`src/rtl/capp_pkg.sv`:
```
// Shared sizing defaults and controller state encoding for the
// content-addressable parallel processor blocks.
package capp_pkg;
  localparam int N_WORDS = 100;
  localparam int IDX_W   = 7;
  localparam int CNT_W   = 7;

  typedef enum logic [1:0] {
    ST_IDLE = 2'd0,
    ST_SCAN = 2'd1,
    ST_DONE = 2'd2
  } state_t;
endpackage

```
`src/rtl/lsb_prio_enc.sv`:
```
// Lowest-set-bit priority encoder: index of the least-significant 1 plus an
// any-set flag. idx is 0 when no bit is set.
module lsb_prio_enc #(
  parameter int N_WORDS = 100,
  parameter int IDX_W   = 7
) (
  input  logic [N_WORDS-1:0] vec,
  output logic [IDX_W-1:0]   idx,
  output logic               any
);
  // Scan high-to-low so the lowest set bit is the last one written.
  always_comb begin
    idx = '0;
    for (int i = N_WORDS - 1; i >= 0; i--) begin
      if (vec[i]) idx = IDX_W'(i);
    end
  end

  assign any = |vec;
endmodule

```
`src/rtl/responder_iter.sv`:
```
// Multiple-response resolver: snapshots the tag vector on start and streams
// out the index of every set tag, lowest first, one per valid/ready handshake.
module responder_iter #(
  parameter int N_WORDS = capp_pkg::N_WORDS,
  parameter int IDX_W   = capp_pkg::IDX_W,
  parameter int CNT_W   = capp_pkg::CNT_W
) (
  input  logic               CLK,
  input  logic               RST_N,
  input  logic [N_WORDS-1:0] tag_wires,
  input  logic               start,
  output logic               busy,
  output logic               some,
  output logic               idx_valid,
  output logic [IDX_W-1:0]   idx,
  input  logic               idx_ready,
  output logic [CNT_W-1:0]   count,
  output logic               done
);
  import capp_pkg::*;

  state_t             state_q, state_d;
  logic [N_WORDS-1:0] pending_q, pending_d;
  logic [CNT_W-1:0]   count_q, count_d;

  logic [IDX_W-1:0]   enc_idx;
  logic               enc_any;
  logic [N_WORDS-1:0] pending_next;

  lsb_prio_enc #(.N_WORDS(N_WORDS), .IDX_W(IDX_W)) u_enc (
    .vec (pending_q),
    .idx (enc_idx),
    .any (enc_any)
  );

  // x & (x-1) drops exactly the lowest set bit, i.e. the one being reported.
  assign pending_next = pending_q & (pending_q - N_WORDS'(1));

  always_comb begin
    state_d   = state_q;
    pending_d = pending_q;
    count_d   = count_q;
    unique case (state_q)
      ST_IDLE: begin
        if (start) begin
          pending_d = tag_wires;
          count_d   = '0;
          state_d   = (|tag_wires) ? ST_SCAN : ST_DONE;
        end
      end
      ST_SCAN: begin
        if (idx_ready) begin
          pending_d = pending_next;
          count_d   = count_q + CNT_W'(1);
          if (pending_next == '0) state_d = ST_DONE;
        end
      end
      ST_DONE: state_d = ST_IDLE;
      default: state_d = ST_IDLE;
    endcase
  end

  always_ff @(posedge CLK or negedge RST_N) begin
    if (!RST_N) begin
      state_q   <= ST_IDLE;
      pending_q <= '0;
      count_q   <= '0;
    end else begin
      state_q   <= state_d;
      pending_q <= pending_d;
      count_q   <= count_d;
    end
  end

  assign busy      = (state_q != ST_IDLE);
  assign some      = enc_any;
  assign idx_valid = (state_q == ST_SCAN);
  assign idx       = idx_valid ? enc_idx : '0;
  assign count     = count_q;
  assign done      = (state_q == ST_DONE);
endmodule
```
`config.mk`:
```
export PLATFORM = sky130hd
export DESIGN_NAME = responder_iter
export DESIGN_NICKNAME = d
export VERILOG_FILES = /design/src/rtl/capp_pkg.sv /design/src/rtl/lsb_prio_enc.sv /design/src/rtl/responder_iter.sv
export SDC_FILE = /design/constraint.sdc
export NUM_CORES = 1
export LEC_CHECK = 0
export CORE_MARGIN = 1.5
export CORE_UTILIZATION = 50
export DETAILED_ROUTE_END_ITERATION = 8
export GPL_ROUTABILITY_DRIVEN = 1
export HOLD_SLACK_MARGIN = 0.06
export PLACE_DENSITY = 0.73
export RECOVER_POWER = 50
export SYNTH_ARGS = -nofsm -noshare
export SYNTH_HDL_FRONTEND = slang
export SYNTH_SLANG_ARGS = --single-unit
```
`constraint.sdc`:
```
create_clock -name CLK -period 9.9 [get_ports CLK]
set_input_delay 1.98 -clock CLK [delete_from_list [all_inputs] [get_ports CLK]]
set_output_delay 1.98 -clock CLK [all_outputs]
set_load 0.01 [all_outputs]
```
# Word level (Yosys, flattened, before mapping)

Index checks and enable logic that the tools add are counted.

Flip-flop bits (word level): 109
Input bits: 104
Output and inout bits: 18
Logic and storage cells: 131

Bitwise gates (word level): 1
Reduce and logical (&&, ||, !) cells: 8
Equality and inequality tests: 5
Mux-type cells: 112
Add/sub/neg operators: 2

Operators with widths:

| cell                                                                    | count |
|---|---|
| 7-bit two-way mux                                                       | 103 |
| 100-bit two-way mux                                                     | 2 |
| 100-bit one-hot mux with 2 select lines                                 | 1 |
| 100-bit OR reduction                                                    | 2 |
| 100-bit AND                                                             | 1 |
| 100-bit logical NOT                                                     | 1 |
| 100-bit by 1-bit subtractor with 100-bit output, second input constant  | 1 |
| 7-bit one-hot mux with 2 select lines                                   | 1 |
| 2-bit two-way mux                                                       | 4 |
| 7-bit by 1-bit adder with 7-bit output, second input constant           | 1 |
| 3-bit AND reduction                                                     | 2 |
| 2-bit by 1-bit inequality test with 1-bit output, second input constant | 2 |
| 2-bit one-hot mux with 2 select lines                                   | 1 |
| 2-bit nonzero test                                                      | 2 |
| 2-bit by 1-bit equality test with 1-bit output, second input constant   | 1 |
| 2-bit equality test, second input constant                              | 1 |
| 2-bit logical NOT                                                       | 1 |
| 2-bit inequality test, second input constant                            | 1 |

# Longest topological paths before layout

Depth in word-level cells: 101
Mapped depth: 12

# Modules after synthesis

From an unflattened synthesis, not the netlist that was laid out.

Cell total of the unflattened synthesis: 1,114
Area, all modules: 8,369.3 um^2

By module, submodules not included:

| module         | cells each | area each (um^2) | seq. area each (um^2) | instances |
|---|---|---|---|---|
| responder_iter | 880        | 7,009.2          | 2,727.6               | 1 |
| lsb_prio_enc   | 234        | 1,360.1          | 0.0                   | 1 |

# Worst setup path after synthesis

Ideal clock, no wire load.

Path kind: register to output
Start: reg pending_q[59]
End: out idx[6]
Data required time: 7.920 ns
Setup slack: 5.445 ns
Data arrival time: 2.475 ns
Cell stages (with the launch flop): 8
Cell sequence: dfrtp_1 clkbuf_1 nor4_1 nand4_1 or4_1 buf_2 or2_2 a211oi_1

Longest elaborated chain between the ends: 61

Ends and longest elaborated chain:

| what                            | RTL line             | RTL |
|---|---|---|
| from (decl)                     | responder_iter.sv:23 | `logic [N_WORDS-1:0] pending_q, pending_d;` |
| from (signal assigned)          | responder_iter.sv:70 | `pending_q <= pending_d;` |
| 7-bit two-way mux (60 in a row) | lsb_prio_enc.sv:15   | `if (vec[i]) idx = IDX_W'(i);` |
| 7-bit two-way mux               | responder_iter.sv:78 | `assign idx = idx_valid ? enc_idx : '0;` |
| to (decl)                       | responder_iter.sv:15 | `output logic [IDX_W-1:0] idx,` |

Every way passes these cells.

# Worst setup path after layout

Start: in start
End: reg count_q[5], in the netlist count[5]

Longest elaborated chain between the ends: 2

Ends and longest elaborated chain:

| what                            | RTL line             | RTL |
|---|---|---|
| from (decl)                     | responder_iter.sv:11 | `input logic start,` |
| 2-bit inequality test (no line) | n/a                  |  |
| 3-bit AND reduction (no line)   | n/a                  |  |
| to (signal assigned)            | responder_iter.sv:71 | `count_q <= count_d;` |
| to (decl)                       | responder_iter.sv:24 | `logic [CNT_W-1:0] count_q, count_d;` |

Every way passes these cells.
A chain may end at the register's enable or synchronous reset.

==> metrics.txt <==
run status=complete, but fails checks; violated checks=capacitance limit, slew limit; number of global-route vias before repair=between 8000 and 9000; highest clock rate=between 0.15 and 0.2 GHz; pin count of the biggest net entering global routing=between 70 and 80; antenna-violating nets left=0; worst vdd rail ir drop=0.332 mV; cells after synthesis=~1100; number of enable-type register cells in the synthesized netlist=0; total DRC errors in the routed layout=0; most area-consuming cells after synthesis=sky130_fd_sc_hd__dfrtp_1 (34%), sky130_fd_sc_hd__o21ai_0 (7.7%), sky130_fd_sc_hd__nand2_1 (6.8%); cts bufs inserted=9; Max-cap violations=4; port buffer count=approximately 120; Pwr Density=260 nW/um^2; maximum clock insertion buffer count=2; routed wire length=between 30 and 40 mm; slew of the pin with the lowest slew margin=around 2.6 ns; DP Cell Count=between 1000 and 1500; post-CTS setup-driven buffer insertion count=0; die outline height=~130 um; sum of overflow across all layers after global routing=0; per-instance average area after synthesis=around 7.5 sq um; number of pins with negative max-slew slack in the final report=150; HPWL reported at the end of detailed placement=22.2 mm; setup repair after global routing missed its margin=false; ports placed on the boundary=roughly 120; total negative setup slack=0 ns; net count after synthesis=around 1200; initial antenna violation count=0; n_diodes=0; effective utilization at floorplan=0.516; top fanout value on the critical path=slightly above 40; Die Footprint=roughly 17000 sq um; final cell count without fillers=around 1300; count of hold buffers inserted by post-cts repair=0; initial detailed-routing violation count=1318; critical path data required time=approximately 10 ns; minimum clock period after layout=5.98 ns; type of the worst setup path=input pin to register; layout filler cell count=~1500; arrival time at the worst endpoint=about 6.2 ns; final setup vio count=0; synthesis-to-finish area growth=18.8%; GP Congestion=between 1 and 1.5; synthesized cell area=about 7900 sq um; die boundary width=129 um; part of the Yosys area used for sequential elements=0.344; total non-filler cell area in the finished layout=9430 sq um; TritonCTS clock tree=yes; Root Buffer Master=sky130_fd_sc_hd__clkbuf_16; floorplan row count=45; dominant register cell in the synthesized netlist=sky130_fd_sc_hd__dfrtp_1; Critical Path Sink Type=register; wire length per cell after detailed routing=22.8 um; first-pass iteration count of the detailed router=7; Via Count=9061; Placed Instance Area=9140 sq um; PnR worst setup slack=between 3 and 4 ns; clock latency on the worst-skew pair=0.37 ns; global-route wire length before repair=around 47 mm; clock net sink count=approximately 110; number of gates given a new drive strength after cts=0; worst slew slack as a fraction of its limit=-0.765; floorplan core area=between 15000 and 20000 sq um; H-tree level count=3; Fin Clk Skew=between 0.01 and 0.015 ns; warnings from Yosys=0; worst-case setup slack after placement=roughly 4.5 ns; clock-pin slew of the registers on the worst-case setup and hold paths=0.08 ns; crit share post-route=0.604; area of the multi-input gates=4780 sq um; number of distinct library cells after synthesis=63; combined global-route utilization of all metal layers=0.371; async set-reset flop share out of synthesis=1.00; most frequent cell after synthesis=sky130_fd_sc_hd__nand2_1; via density per instance=6.81; combined flip-flop and latch cell area=2730 sq um; startpoint types=input pin; class of the tightest hold or removal check=register to register; Post-synth top cells=sky130_fd_sc_hd__nand2_1 (144), sky130_fd_sc_hd__o21ai_0 (122), sky130_fd_sc_hd__nor2_1 (113); Yosys top cell by area=sky130_fd_sc_hd__dfrtp_1; share of post-route cells with drive strength above 1=0.0384; #FFs+latches synth=about 110; number of hold-slack violations in the final timing report=0; static leakage=between 3 and 4 nW; final net count=about 1200; top-area cell type share of the netlist area=0.344
-- path summary, 6_finish.rpt --
| check | from | endpoint | slack [ns] | cells after the start |
|---|---|---|---|---|
| hold / removal | count[6] | count[6] | 0.55 | 2 |
| setup / recovery | start | count[5] | 3.92 | 9 |
| setup reg to reg | pending_q[3] | state_q[0] | 5.03 | 9 |
| hold reg to reg | count[6] | count[6] | 0.55 | 2 |
| max in group asynchronous | RST_N | state_q[0] | 5.45 | 2 |
| min in group asynchronous | RST_N | pending_q[53] | 2.44 | 1 |
-- registers in the layout, indices dropped and copies added, names as in the netlist --
name       count
pending_q    100
count          7
state_q        2
-- routing by layer --
metal	track usage	routed length, um	vias up
li1	-	-	4104
met1	0.509	12400	4277
met2	0.557	13100	580
met3	0.0807	3350	100
met4	0.181	1490	0
met5	0	0	-
-- final cells by class --
type,instances,area share
flip-flops and latches,109,0.289
repair buffers,127,0.132
multi-input cells,842,0.507
clock buffers,9,0.0239
clock inverters,7,0.00955
inverters,25,0.00995
well taps,211,0.0280
-- critical path: stages --
cell and delay [ns]:
sky130_fd_sc_hd__dlygate4sd3_1 0.57, sky130_fd_sc_hd__nand2_1 0.06, sky130_fd_sc_hd__clkbuf_1 0.73, sky130_fd_sc_hd__nand2_1 0.23, sky130_fd_sc_hd__clkbuf_1 1.69, sky130_fd_sc_hd__nand4_1 0.35, sky130_fd_sc_hd__or2_2 0.39, sky130_fd_sc_hd__xor2_1 0.13
sky130_fd_sc_hd__nor2_1 0.05
-- cell usage in the layout (no fill, tap or decap), types with 5 or more instances in the layout --
master	n
sky130_fd_sc_hd__a211oi_1	8
sky130_fd_sc_hd__a21o_1	15
sky130_fd_sc_hd__a21oi_1	64
sky130_fd_sc_hd__a22o_1	19
sky130_fd_sc_hd__a31oi_1	8
sky130_fd_sc_hd__and4_1	5
sky130_fd_sc_hd__clkbuf_16	9
sky130_fd_sc_hd__clkdlybuf4s50_1	117
sky130_fd_sc_hd__dfrtp_1	108
sky130_fd_sc_hd__inv_1	24
sky130_fd_sc_hd__nand2_1	144
sky130_fd_sc_hd__nand3_1	10
sky130_fd_sc_hd__nand4_1	27
sky130_fd_sc_hd__nor2_1	113
sky130_fd_sc_hd__nor2b_1	6
sky130_fd_sc_hd__nor3_1	31
sky130_fd_sc_hd__nor4_1	61
sky130_fd_sc_hd__o211ai_1	6
sky130_fd_sc_hd__o21a_1	8
sky130_fd_sc_hd__o21ai_0	122
sky130_fd_sc_hd__o22ai_1	24
sky130_fd_sc_hd__o31a_1	12
sky130_fd_sc_hd__o31ai_1	20
sky130_fd_sc_hd__o41a_1	5
sky130_fd_sc_hd__o41ai_1	11
sky130_fd_sc_hd__or2_2	12
sky130_fd_sc_hd__or3_1	22
sky130_fd_sc_hd__or4_1	27
sky130_fd_sc_hd__xor2_1	5
-- power breakdown --
part / leakage [nW] / switching [mW] / total [mW] / internal (mW)
registers: 1.18 / 0.372 / 0.990 / 0.618
clock network: 0.154 / 0.197 / 0.400 / 0.203
logic: 1.98 / 0.641 / 1.06 / 0.420
-- stage by stage --
step	util	hold WS [ns]	total power, mW
3_5_place_dp	0.594	0.521	2.01
5_1_grt	0.613	0.589	2.60
4_1_cts	0.615	0.549	2.42
2_1_floorplan	-	0.440	1.62
3_3_place_gp	0.594	0.522	2.00
6_report	0.613	0.548	2.45
-- cells by family after synthesis --
| kind of cell | after synthesis | synth area share |
|---|---|---|
| buffers and inverters | 109 | 0.0538 |
| AND/OR/NAND/NOR | 484 | 0.312 |
| AO/OA/AOI/OAI | 349 | 0.280 |
| adder cells (fa/ha/maj) | 4 | 0.00536 |
| flip-flops | 109 | 0.344 |
| XOR/XNOR | 5 | 0.00552 |
(Power assumes the default switching activity.)
